<file path="config.mk">
export PLATFORM = sky130hd
export DESIGN_NAME = mx_scale_accum
export DESIGN_NICKNAME = d
export VERILOG_FILES = /design/src/rtl/mx_scale_accum.sv
export SDC_FILE = /design/constraint.sdc
export NUM_CORES = 1
export LEC_CHECK = 0
export ABC_AREA = 1
export CAP_MARGIN = 20
export CORE_ASPECT_RATIO = 2
export CORE_MARGIN = 2
export CORE_UTILIZATION = 40
export CTS_BUF_LIST = sky130_fd_sc_hd__clkbuf_4
export CTS_CLUSTER_SIZE = 20
export DETAILED_ROUTE_END_ITERATION = 12
export PLACE_DENSITY = 0.68
export RECOVER_POWER = 100
export SLEW_MARGIN = 20
export SYNTH_ARGS = -nofsm -noshare
export SYNTH_HDL_FRONTEND = slang
export SYNTH_SLANG_ARGS = --single-unit
</file>
<file path="constraint.sdc">
create_clock -name clk -period 6.45 [get_ports clk]
set_input_delay 1.935 -clock clk [delete_from_list [all_inputs] [get_ports clk]]
set_output_delay 1.935 -clock clk [all_outputs]
set_load 0.01 [all_outputs]
</file>
<file path="src/rtl/mx_scale_accum.sv">
// Streaming MX shared-scale generator: tracks the max FP32 exponent of a block and emits an E8M0 scale.
// Optional macro MX_SCALE_NAN_EN: Inf/NaN elements force the scale to 8'hFF instead of being skipped.
module mx_scale_accum #(
    parameter int BLOCK_SIZE = 32,
    parameter int CNT_W      = 9,
    parameter int EXP_OFFSET = 7
) (
    input  logic             clk,
    input  logic             rst_n,
    input  logic             in_valid,
    output logic             in_ready,
    input  logic [31:0]      in_data,
    input  logic             in_last,
    output logic             out_valid,
    input  logic             out_ready,
    output logic [7:0]       out_scale,
    output logic [CNT_W-1:0] out_count,
    output logic             out_zero
);

    typedef enum logic [0:0] {
        ACCUM = 1'b0,
        HOLD  = 1'b1
    } state_t;

    state_t             state_r, state_nxt_s;
    logic [CNT_W-1:0]   counter_r, counter_nxt_s;
    logic [7:0]         max_exp_r, max_nxt_s;
    logic               special_r, special_nxt_s;
    logic [7:0]         scale_r, scale_nxt_s;
    logic [CNT_W-1:0]   count_r, count_nxt_s;
    logic               zero_r, zero_nxt_s;
    logic [7:0]         exp_s;
    logic               is_inf_s;
    logic               unused_s;

    function automatic logic [7:0] scale_of(input logic [7:0] m, input logic sp);
        logic [7:0] s;
        if (sp) begin
            s = 8'hFF;
        end else if (m <= 8'(EXP_OFFSET)) begin
            s = 8'h00;
        end else begin
            s = m - 8'(EXP_OFFSET);
        end
        return s;
    endfunction

    assign exp_s    = in_data[30:23];
    assign is_inf_s = (exp_s == 8'hFF);
    // Sign and mantissa never influence the shared scale.
    assign unused_s = ^{in_data[31], in_data[22:0]};

    // Next-state, accumulator update and close-of-block scale computation.
    always_comb begin
        state_nxt_s   = state_r;
        counter_nxt_s = counter_r;
        max_nxt_s     = max_exp_r;
        special_nxt_s = special_r;
        scale_nxt_s   = scale_r;
        count_nxt_s   = count_r;
        zero_nxt_s    = zero_r;
        case (state_r)
            ACCUM: begin
                if (in_valid) begin
                    counter_nxt_s = counter_r + CNT_W'(1);
`ifdef MX_SCALE_NAN_EN
                    if (is_inf_s) begin
                        special_nxt_s = 1'b1;
                    end else if (exp_s > max_exp_r) begin
                        max_nxt_s = exp_s;
                    end else begin
                        max_nxt_s = max_exp_r;
                    end
`else
                    if (!is_inf_s && (exp_s > max_exp_r)) begin
                        max_nxt_s = exp_s;
                    end else begin
                        max_nxt_s = max_exp_r;
                    end
`endif
                    if (in_last || (counter_r == CNT_W'(BLOCK_SIZE - 1))) begin
                        state_nxt_s = HOLD;
                        scale_nxt_s = scale_of(max_nxt_s, special_nxt_s);
                        count_nxt_s = counter_r + CNT_W'(1);
                        zero_nxt_s  = (max_nxt_s == 8'h00) && !special_nxt_s;
                    end else begin
                        state_nxt_s = ACCUM;
                    end
                end else begin
                    state_nxt_s = ACCUM;
                end
            end
            HOLD: begin
                if (out_ready) begin
                    state_nxt_s   = ACCUM;
                    counter_nxt_s = '0;
                    max_nxt_s     = 8'h00;
                    special_nxt_s = 1'b0;
                end else begin
                    state_nxt_s = HOLD;
                end
            end
            default: begin
                state_nxt_s = ACCUM;
            end
        endcase
    end

    // State and output registers with synchronous active-low reset.
    always_ff @(posedge clk) begin
        if (!rst_n) begin
            state_r   <= ACCUM;
            counter_r <= '0;
            max_exp_r <= 8'h00;
            special_r <= 1'b0;
            scale_r   <= 8'h00;
            count_r   <= '0;
            zero_r    <= 1'b0;
        end else begin
            state_r   <= state_nxt_s;
            counter_r <= counter_nxt_s;
            max_exp_r <= max_nxt_s;
            special_r <= special_nxt_s;
            scale_r   <= scale_nxt_s;
            count_r   <= count_nxt_s;
            zero_r    <= zero_nxt_s;
        end
    end

    assign in_ready  = (state_r == ACCUM);
    assign out_valid = (state_r == HOLD);
    assign out_scale = scale_r;
    assign out_count = count_r;
    assign out_zero  = zero_r;

endmodule

</file>
==> results.toml <==
[pwr]
ir_worst_vdd_mv = 0.151
p_comb_share_pct = 26.4
p_seq_share_pct = 45.2
intPower_w = 0.000369
sw_frac_of_total_pct = 31.6
switching_power_w = 0.000170
p_leak_nw = 1.08
p_clk_share_pct = 28.5
p_per_area_nw_per_um2 = 222

[global_routing]
antenna_found_initial = 0
grt_pass1_wl_mm = 7.62
grt-ovfl-total = 0
grt_use_total_pct = 16.0
grt_max_degree = 30
grt_pass1_vias = 1782

[yosys]
synth_top_area_share_pct = 34.2
ys_seq_area_share_pct = 34.2
postSynthAreaPerCell_um2 = 7.66
synth.distinct_cells = 34
synth_area_um2 = 2110
synthCells = 275
syn_nets = 322
post-synth-top-area-cell = "dfxtp_1"
synth_warnings = 0
ys_seq_elements = 36
yosys-top-cells-area = "dfxtp_1, nand2_1, a21oi_1"

[setup_path]
crit_path_start_kind = "input port"
cp.arrival_ns = 5.09
critPathMaxFanout = 10
r2r-start = "max_exp_r[3]"
crit_required_ns = 6.73
cp-end-kind = "register"
cp-startpoint = "in_data[28]"
critical_path_class = "in -> reg"

[flow_run]
maxCapViolCount = 0

[min_path]
hold_class = "reg -> reg"
hold_start = "max_exp_r[5]"

[floorplanning]
rows = 37
io_pins = 57
die_x_um = 55.3
start_util_pct = 41.4
die_h_um = 107
core-area_um2 = 5090
dieArea_um2 = 5900

[outcome]
status = "completed"

[cells_and_area]
syn2layout_area_growth_pct = 15.4
regArea_um2 = 721
instances_no_fill = 367
fin_area_um2 = 2430
nNetsFinal = 355
multiInputGateArea_um2 = 1120
antenna_cells = 0
fill_cells = 532
drive_gt1_share_pct = 11.7

[placement]
placed_area_um2 = 2460
portBuffers = 32
gp_congestion = 0.943
dp.cells = 359
dpl.hpwl_mm = 3.40

[clocking]
cts_sinks = 36
cts_tree = "built"
cts_max_level = 2
clk-insertion-delay-late_ns = 0.34
clock_path_buffers = 2
cts-hold-fix-buffers = 0
root_buffer = "clkbuf_4"
numCtsBuffers = 5
cts_setup_buffers = 0
clk_pin_slew_ns = 0.11
post_cts_resize_count = 0

[sta]
period_needed_ns = 4.81
drv_slew = 0
fmax_mhz = 208
relSlewSlack_pct = 34.4
fin_crit_sh_pct = 74.6
setup_viol = 0
worst_slew_pin_slew_ns = 0.982
finalSetupTns_ns = 0
rsz0062_at_grt = "no"
skew_ns = 0.0132
hold_viol = 0

[route]
vias = 1859
dr.pass1.iters = 4
drt_iter0_drc = 48
wl_mm = 4.57
vias_per_cell = 5.07
antenna_left = 0
wl_per_cell_um = 12.4
route.detailed.drc = 0
-- logic make-up (layout without fill, tap and decap cells) --
kind of cell	Yosys count	in the layout	synth area share [%]
XOR/XNOR	8	8	3.33
adder cells (fa/ha/maj)	10	10	5.94
flip-flops	36	36	34.2
AND/OR/NAND/NOR	135	135	34.9
AO/OA/AOI/OAI	50	50	13.8
buffers and inverters	36	70	7.78
-- layout make-up --
class / instances / area share, %
tap: 58 / 2.99
timing repair buffer: 33 / 13.3
inverter: 29 / 4.69
multi-input combinational: 203 / 46.2
sequential: 36 / 29.7
clock buffer: 5 / 1.54
clock inverter: 3 / 1.54
-- per-layer routing --
metal,routed length (µm),vias up,global-route usage (%)
met5,0,-,0
met4,77,0,8.01
met3,164,6,2.53
met2,2590,42,30.7
met1,1730,852,16.2
li1,-,959,-
-- synthesized netlist by cell type, drive strengths merged --
library cell,number
nand3,14
nand3b,4
ha,10
a31o,1
buf,3
or2,1
a21o,1
a21oi,35
nor3,2
nand4,4
nand2,88
clkbuf,3
nor2,21
nor3b,1
a211oi,2
dfxtp,36
o21ai,11
xor2,8
dlymetal6s2s,1
inv,29
-- final timing paths --
check        slack [ns]  cells past startpoint      endpoint
max                1.64                     14  out_scale[2]
min                0.47                      2  max_exp_r[5]
max reg2reg        3.40                     15  out_scale[2]
min reg2reg        0.47                      2  max_exp_r[5]
-- registers in the layout, summed over array words and instances (netlist names) --
signal     cells
out_valid      1
out_zero       1
out_scale      8
counter_r      9
max_exp_r      8
out_count      9
-- cells in the final DEF (no fill, tap or decap) --
master	instances
a211oi_1	2
a21o_1	1
a21oi_1	30
a21oi_2	5
a31o_2	1
bufinv_16	1
clkbuf_1	1
clkbuf_4	5
clkdlybuf4s50_1	9
clkinv_1	2
dfxtp_1	36
dlygate4sd3_1	23
ha_1	10
inv_1	27
inv_4	2
nand2_1	73
nand2_2	10
nand2_4	5
nand3_1	11
nand3_2	3
nand3b_1	4
nand4_1	3
nand4_2	1
nor2_1	20
nor2_2	1
nor3_1	2
nor3b_1	1
o21ai_0	9
o21ai_1	1
o21ai_2	1
or2_2	1
xor2_1	8
-- critical path, stage by stage --
cell and delay [ns]:
dlygate4sd3_1 0.58, ha_1 0.32, nand2_1 0.05, nor2_1 0.19
nand2_2 0.08, nand2_1 0.23, nand2_1 0.38, nand2_2 0.13
o21ai_0 0.21, nand2_4 0.14, nor2_1 0.06, nor2_1 0.44
nand3_1 0.19, a21oi_2 0.15
-- power by group through the flow --
stage                     Clock, W  Sequential (W)  Combinational (W)
after floorplan                  0        0.000251           0.000112
after global placement           0        0.000249           0.000160
after detailed placement         0        0.000249           0.000162
after CTS                 0.000160        0.000244           0.000163
after global routing      0.000167        0.000245           0.000160
final                     0.000154        0.000243           0.000142
-- through the flow --
step / power [W] / hold slack (ns) / utilization [%] / worst slack, ns
2_1_floorplan: 0.000364 / 0.445 / - / 2.84
3_3_place_gp: 0.000408 / 0.452 / 48.2 / 2.12
3_5_place_dp: 0.000411 / 0.455 / 48.2 / 2.09
4_1_cts: 0.000567 / 0.472 / 49.7 / 2.46
5_1_grt: 0.000572 / 0.495 / 47.7 / 1.30
6_report: 0.000539 / 0.469 / 47.7 / 1.64
Power figures use the tool's default switching activity.
